===== config.mk =====
export PLATFORM = sky130hd
export DESIGN_NAME = cache_fill_fsm_flat
export DESIGN_NICKNAME = d
export VERILOG_FILES = /design/src/rtl/cache_fill_fsm_pkg.sv /design/src/rtl/cache_fill_fsm_if.sv /design/src/rtl/cache_fill_fsm_counter.sv /design/src/rtl/cache_fill_fsm.sv /design/src/flat_wrapper.sv
export SDC_FILE = /design/constraint.sdc
export NUM_CORES = 1
export LEC_CHECK = 0
export BUFFER_PORTS_ARGS = -buffer_cell sky130_fd_sc_hd__buf_2
export CORE_MARGIN = 4
export CORE_UTILIZATION = 37
export CTS_CLUSTER_SIZE = 40
export DETAILED_ROUTE_END_ITERATION = 16
export GPL_ROUTABILITY_DRIVEN = 0
export GPL_TIMING_DRIVEN = 0
export HOLD_SLACK_MARGIN = 0.1
export PLACE_DENSITY = 0.74
export RECOVER_POWER = 100
export SYNTH_ARGS = -nofsm -noshare
export SYNTH_HDL_FRONTEND = slang
export SYNTH_SLANG_ARGS = --single-unit

===== constraint.sdc =====
create_clock -name clk -period 1.43 [get_ports clk]
set_clock_uncertainty 0.2 [all_clocks]
set_input_delay 0 -clock clk [delete_from_list [all_inputs] [get_ports clk]]
set_output_delay 0 -clock clk [all_outputs]
set_load 0.01 [all_outputs]

===== src/rtl/cache_fill_fsm_pkg.sv =====
// cache_pkg: shared constants and state type for the cache miss-fill controller.
//   WORDS_PER_BLOCK : 16-bit words per cache block (power of two)
//   OFFSET_W        : log2(WORDS_PER_BLOCK), word-offset width
//   BLOCK_BYTES     : block size in bytes
//   fill_state_t    : controller state encoding
package cache_pkg;
  localparam int WORDS_PER_BLOCK = 8;
  localparam int OFFSET_W        = 3;
  localparam int BLOCK_BYTES     = 16;

  typedef enum logic {
    IDLE = 1'b0,
    FILL = 1'b1
  } fill_state_t;
endpackage


===== src/rtl/cache_fill_fsm_if.sv =====
// cache_fill_fsm_if: bundles the CPU-side miss signals, the memory read port and
// the cache array write controls of one fill controller.
//   master : the fill controller (drives stall, memory request, array writes)
//   slave  : the surrounding cache / memory / pipeline
import cache_pkg::*;

interface cache_fill_fsm_if #(
  parameter int ADDR_W   = 16,
  parameter int OFFSET_W = cache_pkg::OFFSET_W
);
  logic                miss_detected;
  logic [ADDR_W-1:0]   miss_address;
  logic [15:0]         memory_data;
  logic                memory_data_valid;
  logic                fsm_busy;
  logic                memory_request;
  logic [ADDR_W-1:0]   memory_address;
  logic                write_data_array;
  logic [OFFSET_W-1:0] data_array_word;
  logic                write_tag_array;
  logic                critical_word_valid;

  modport master (
    input  miss_detected, miss_address, memory_data, memory_data_valid,
    output fsm_busy, memory_request, memory_address, write_data_array,
           data_array_word, write_tag_array, critical_word_valid
  );

  modport slave (
    output miss_detected, miss_address, memory_data, memory_data_valid,
    input  fsm_busy, memory_request, memory_address, write_data_array,
           data_array_word, write_tag_array, critical_word_valid
  );
endinterface


===== src/rtl/cache_fill_fsm_counter.sv =====
// fill_word_counter: word counter for one side of a block fill.
//   clk   : clock, rising edge
//   rst   : synchronous active-high reset
//   i_clr : synchronous clear (start of a fill)
//   i_inc : count one word
//   o_cnt : current count, saturates at MAX_CNT
import cache_pkg::*;

module fill_word_counter #(
  parameter int MAX_CNT = cache_pkg::WORDS_PER_BLOCK,
  parameter int W       = cache_pkg::OFFSET_W + 1
) (
  input  logic         clk,
  input  logic         rst,
  input  logic         i_clr,
  input  logic         i_inc,
  output logic [W-1:0] o_cnt
);
  localparam logic [W-1:0] SAT = W'(MAX_CNT);

  logic [W-1:0] r_cnt;

  // Saturating so a stray increment after the last word can never wrap
  // back into the block and re-issue or re-write word 0.
  always_ff @(posedge clk) begin
    if (rst || i_clr)               r_cnt <= '0;
    else if (i_inc && r_cnt != SAT) r_cnt <= r_cnt + 1'b1;
  end

  assign o_cnt = r_cnt;
endmodule


===== src/rtl/cache_fill_fsm.sv =====
// cache_fill_fsm: miss-fill controller between a cache and the pipelined word memory.
// On a miss it stalls the pipeline, issues WORDS_PER_BLOCK back-to-back reads,
// writes each returning word into the data array and writes the tag with the
// last word. Responses are counted, so any memory latency works.
//   clk : clock, rising edge
//   rst : synchronous active-high reset
//   bus : cache_fill_fsm_if.master (miss in, memory port, array write controls)
// Build option CACHE_FILL_CRITICAL_WORD_FIRST_EN: start the fill at the missed
// word, wrap within the block, and flag the first response as the critical word.
import cache_pkg::*;

module cache_fill_fsm #(
  parameter int ADDR_W          = 16,
  parameter int WORDS_PER_BLOCK = cache_pkg::WORDS_PER_BLOCK,
  parameter int OFFSET_W        = cache_pkg::OFFSET_W
) (
  input  logic              clk,
  input  logic              rst,
  cache_fill_fsm_if.master  bus
);
  localparam logic [OFFSET_W:0] CNT_MAX  = (OFFSET_W+1)'(WORDS_PER_BLOCK);
  localparam logic [OFFSET_W:0] CNT_LAST = CNT_MAX - 1'b1;
  localparam int                BASE_W   = ADDR_W - OFFSET_W - 1;

  fill_state_t         r_state;
  logic [BASE_W-1:0]   r_block_base;
  logic [OFFSET_W:0]   w_issue_cnt, w_recv_cnt;
  logic                w_start, w_fill, w_req, w_wr, w_last;
  logic [OFFSET_W-1:0] w_issue_word, w_recv_word;

  assign w_fill  = (r_state == FILL);
  assign w_start = (r_state == IDLE) & bus.miss_detected;
  assign w_req   = w_fill & (w_issue_cnt < CNT_MAX);
  // Responses outside a fill (stale data after a reset) are dropped here.
  assign w_wr    = w_fill & bus.memory_data_valid;
  assign w_last  = w_wr & (w_recv_cnt == CNT_LAST);

`ifdef CACHE_FILL_CRITICAL_WORD_FIRST_EN
  logic [OFFSET_W-1:0] r_start_off;
  // Offsets add modulo the block size by truncation to OFFSET_W bits.
  assign w_issue_word            = r_start_off + w_issue_cnt[OFFSET_W-1:0];
  assign w_recv_word             = r_start_off + w_recv_cnt[OFFSET_W-1:0];
  assign bus.critical_word_valid = w_wr & (w_recv_cnt == '0);
`else
  assign w_issue_word            = w_issue_cnt[OFFSET_W-1:0];
  assign w_recv_word             = w_recv_cnt[OFFSET_W-1:0];
  assign bus.critical_word_valid = 1'b0;
`endif

  always_ff @(posedge clk) begin
    if (rst) begin
      r_state      <= IDLE;
      r_block_base <= '0;
`ifdef CACHE_FILL_CRITICAL_WORD_FIRST_EN
      r_start_off  <= '0;
`endif
    end else begin
      case (r_state)
        IDLE: if (bus.miss_detected) begin
          r_state      <= FILL;
          r_block_base <= bus.miss_address[ADDR_W-1:OFFSET_W+1];
`ifdef CACHE_FILL_CRITICAL_WORD_FIRST_EN
          r_start_off  <= bus.miss_address[OFFSET_W:1];
`endif
        end
        // New misses are not looked at until the block is complete.
        FILL: if (w_last) r_state <= IDLE;
        default: r_state <= IDLE;
      endcase
    end
  end

  fill_word_counter #(.MAX_CNT(WORDS_PER_BLOCK), .W(OFFSET_W+1)) u_issue_cnt (
    .clk(clk), .rst(rst), .i_clr(w_start), .i_inc(w_req), .o_cnt(w_issue_cnt)
  );

  fill_word_counter #(.MAX_CNT(WORDS_PER_BLOCK), .W(OFFSET_W+1)) u_recv_cnt (
    .clk(clk), .rst(rst), .i_clr(w_start), .i_inc(w_wr), .o_cnt(w_recv_cnt)
  );

  // Stall is combinational so the pipeline holds in the miss cycle itself.
  assign bus.fsm_busy         = w_fill | w_start;
  assign bus.memory_request   = w_req;
  assign bus.memory_address   = {r_block_base, w_issue_word, 1'b0};
  assign bus.write_data_array = w_wr;
  assign bus.data_array_word  = w_recv_word;
  assign bus.write_tag_array  = w_last;

  // Low address bits and the data bus pass the controller untouched.
  logic w_unused;
  assign w_unused = &{1'b0, bus.miss_address[OFFSET_W:0], bus.memory_data};
endmodule


===== src/flat_wrapper.sv =====
// flat-port wrapper written by rule: the top's interface ports become plain ports
module cache_fill_fsm_flat 
#(
  parameter int ADDR_W          = 16,
  parameter int WORDS_PER_BLOCK = cache_pkg::WORDS_PER_BLOCK,
  parameter int OFFSET_W        = cache_pkg::OFFSET_W
)
  (clk, rst, bus_miss_detected, bus_miss_address, bus_memory_data, bus_memory_data_valid, bus_fsm_busy, bus_memory_request, bus_memory_address, bus_write_data_array, bus_data_array_word, bus_write_tag_array, bus_critical_word_valid);
  cache_fill_fsm_if #(.ADDR_W(ADDR_W), .OFFSET_W(OFFSET_W)) bus_i ();
  input  logic clk;
  input  logic rst;
  input wire logic [$bits(bus_i.miss_detected)-1:0] bus_miss_detected;
  input wire logic [$bits(bus_i.miss_address)-1:0] bus_miss_address;
  input wire logic [$bits(bus_i.memory_data)-1:0] bus_memory_data;
  input wire logic [$bits(bus_i.memory_data_valid)-1:0] bus_memory_data_valid;
  output wire logic [$bits(bus_i.fsm_busy)-1:0] bus_fsm_busy;
  output wire logic [$bits(bus_i.memory_request)-1:0] bus_memory_request;
  output wire logic [$bits(bus_i.memory_address)-1:0] bus_memory_address;
  output wire logic [$bits(bus_i.write_data_array)-1:0] bus_write_data_array;
  output wire logic [$bits(bus_i.data_array_word)-1:0] bus_data_array_word;
  output wire logic [$bits(bus_i.write_tag_array)-1:0] bus_write_tag_array;
  output wire logic [$bits(bus_i.critical_word_valid)-1:0] bus_critical_word_valid;
  assign bus_i.miss_detected = bus_miss_detected;
  assign bus_i.miss_address = bus_miss_address;
  assign bus_i.memory_data = bus_memory_data;
  assign bus_i.memory_data_valid = bus_memory_data_valid;
  assign bus_fsm_busy = bus_i.fsm_busy;
  assign bus_memory_request = bus_i.memory_request;
  assign bus_memory_address = bus_i.memory_address;
  assign bus_write_data_array = bus_i.write_data_array;
  assign bus_data_array_word = bus_i.data_array_word;
  assign bus_write_tag_array = bus_i.write_tag_array;
  assign bus_critical_word_valid = bus_i.critical_word_valid;
  cache_fill_fsm #(.ADDR_W(ADDR_W), .WORDS_PER_BLOCK(WORDS_PER_BLOCK), .OFFSET_W(OFFSET_W)) u_core (.clk(clk), .rst(rst), .bus(bus_i));
endmodule

==> results.yml <==
cells_and_area:
  fin_util_pct: 61.1
  drive_above_1_share_pct: 32.2
  nets: 215
  fin_cells: 202
  regArea_sq_um: 433
  n_antenna_cell: 0
  post-route-cell-area_sq_um: 1420
  multi_input_area_sq_um: 468
  area_growth_pct: 50.9
  nFillCells: 206
power_and_ir_drop:
  comb_power_share_pct: 18.1
  leakagePower_nw: 0.625
  p_int_uw: 817
  switchingPower_uw: 317
  power_density_nw_per_um2: 800
  ir_drop_v: 0.000631
  seq_power_share_pct: 55.6
  switching_share_pct: 28.0
  clockPowerShare_pct: 26.3
logic_synthesis:
  yosysMostFrequentCell: "nand2_1"
  synth_seq_cells: 21
  synth-async-reset-ratio_pct: 0
  yosys.area.top_type: "dfxtp_1"
  synth_top_area_share_pct: 44.7
  synth-edff-count: 0
  syn_inst: 115
  ys_top_cells_by_area: "dfxtp_1, nand2_1, a21oi_1, buf_4, ha_1"
  yosysSeqAreaShare_pct: 44.7
  ys_top_cells_by_count: "nand2_1, dfxtp_1, a21oi_1"
  yosys_most_used_dff: "dfxtp_1"
  ys_warn_count: 0
  synth.avg_cell_area_sq_um: 8.17
  synth_area_sq_um: 940
  synth.distinct_cells: 26
setup_path:
  required_ns: 1.23
  r2r_slack_ns: 0.03
  crit_arrival_ns: 1.23
  crit_fanout: 4
  worstSetupEndpointType: "primary output"
  r2r-start: "u_core.u_recv_cnt.o_cnt[0]"
  crit_path_start_kind: "flip-flop"
  endpoint: "bus_write_tag_array"
  cp-startpoint: "u_core.u_recv_cnt.o_cnt[1]"
  reg2reg_depth: 4
  reg2reg_to: "u_core.u_recv_cnt.o_cnt[0]"
  crit_type: "flip-flop to primary output"
placement:
  port_buffers: 36
  place_inst: 180
  post_dp_cell_area_sq_um: 1160
  dp_slack_ns: -0.0927
  post-dp-hpwl_um: 1580
detailed_routing:
  firstDrtPassIters: 4
  drc: 0
  vias: 974
  wl_per_cell_um: 12.1
  via_per_inst: 4.82
  routed_wl_um: 2440
  detail-route-antenna-nets: 0
  first_iter_violations: 17
floorplanning:
  start_util_pct: 40.5
  die-area_sq_um: 3410
  rows: 17
  core_region_area_sq_um: 2320
  fp.dieH_um: 58.4
  fp.dieW_um: 58.4
  pin_count: 60
timing:
  hold_ws_ns: 0.262
  final.min_clock_period_ns: 1.43
  finalHoldViolCount: 0
  fmax_mhz: 702
  period_share_pct: 99.7
  setup_violations: 0
  rsz0062_at_grt: "yes"
  worst_slack_ns: 0.00469
  maxSlewViolCount: 0
clock_tree:
  h-tree-depth: 1
  cts_buffer_depth: 2
  root_buffer: "clkbuf_4"
  clock_latency_ns: 0.30
  clkSinkCount: 21
  tritoncts: "done"
  cts_buffers: 3
  clk_pin_slew_ns: 0.13
global_route:
  antenna_found_initial: 0
  grt_pass1_wl_um: 4250
  gr-total-overflow: 0
  grt_max_degree: 13
  grtUsageTotal_pct: 16.1
  grt_pass1_vias: 995
worst_hold_path:
  hp-class: "flip-flop to flip-flop"
status:
  status: "complete, no violations"
run:
  cap_viol_max_count: 0
==> power groups by stage <==
| stage | clock network, mW | logic, mW | registers (mW) |
|---|---|---|---|
| global route | 0.334 | 0.229 | 0.634 |
| global placement | 0 | 0.157 | 0.641 |
| detailed placement | 0 | 0.161 | 0.643 |
| CTS | 0.301 | 0.201 | 0.628 |
| finish | 0.299 | 0.205 | 0.630 |
| floorplan | 0 | 0.0885 | 0.649 |
==> repair_timing <==
item / 4_1_cts / 5_1_grt
hold buffers: 15 / 0
resized for setup: 11 / 10
endpoints found under the setup margin: 12 / 10
pin swaps: 2 / 3
buffers inserted: 2 / 1
endpoints found under the hold margin: 21 / 0
==> cells by family after synthesis <==
group / count (synthesis) / synth area share [%]
and+or+nand+nor: 46 / 21.6
DFF: 21 / 44.7
buffers and inverters: 20 / 11.5
AOI/OAI and AO/OA: 17 / 10.3
adders and majority gates: 4 / 5.33
muxes: 4 / 4.39
xor gates and xnor gates: 2 / 1.86
other: 1 / 0.399
==> worst min path at each step <==
stage / start / end / slack (ns) / depth (start not counted)
final: u_core.r_block_base[0] / u_core.r_block_base[0] / 0.26 / 2
after global routing: bus_miss_address[7] / u_core.r_block_base[3] / 0.27 / 4
after CTS: bus_miss_address[7] / u_core.r_block_base[3] / 0.25 / 4
after detailed placement: bus_miss_address[7] / u_core.r_block_base[3] / 0.05 / 3
after global placement: bus_miss_address[5] / u_core.r_block_base[1] / 0.04 / 3
after floorplan: bus_miss_detected / bus_fsm_busy / -0.09 / 2
==> routing by layer <==
metal  GRT usage [%]  vias up  part of all wire, %
li1                -      482                    -
met1            16.6      443                   38
met2            29.0       45                   51
met3            4.82        4                  9.0
met4            7.95        0                  1.4
met5               0        -                    0
==> critical path, cell delays in order, from the launching register on <==
cell and delay (ns):
dfxtp_4 0.40, ha_4 0.14, nand2_2 0.05, nor3_2 0.17
buf_2 0.16
==> stage by stage <==
step                TNS [ns]  power, mW
floorplan                  0      0.738
global placement     -0.0621      0.798
detailed placement    -0.528      0.804
CTS                 -0.00854       1.13
global route         -0.0708       1.20
finish                     0       1.13
==> registers in the layout, summed over array words and instances (netlist names) <==
name	cells
u_core.u_recv_cnt.o_cnt	4
u_core.r_state	1
u_core.r_block_base	12
u_core.u_issue_cnt.o_cnt	4
==> cell usage in the layout (no fill, tap or decap), types with 2 or more instances in the layout <==
cell type and count:
nand2_1 25, buf_2 24, dfxtp_1 17, dlygate4sd3_1 15, a21oi_1 14, clkbuf_1 13
buf_4 10, inv_1 6, nor2_1 6, clkbuf_4 5, nand3_1 4, nor3_1 3
mux2i_1 3, dfxtp_4 3, inv_2 2, nand2_2 2, ha_1 2, ha_4 2
conb_1 2
==> layout make-up <==
cell class                      count  share of cell area [%]
Tap cell                           28                    2.47
Timing Repair Buffer               54                    24.1
Sequential cell                    21                    30.5
Clock inverter                      1                   0.353
Buffer                             12                    5.83
Inverter                            8                    2.12
Multi-Input combinational cell     75                    33.0
Clock buffer                        3                    1.59
Note: power is estimated with default switching activity, not from simulation.
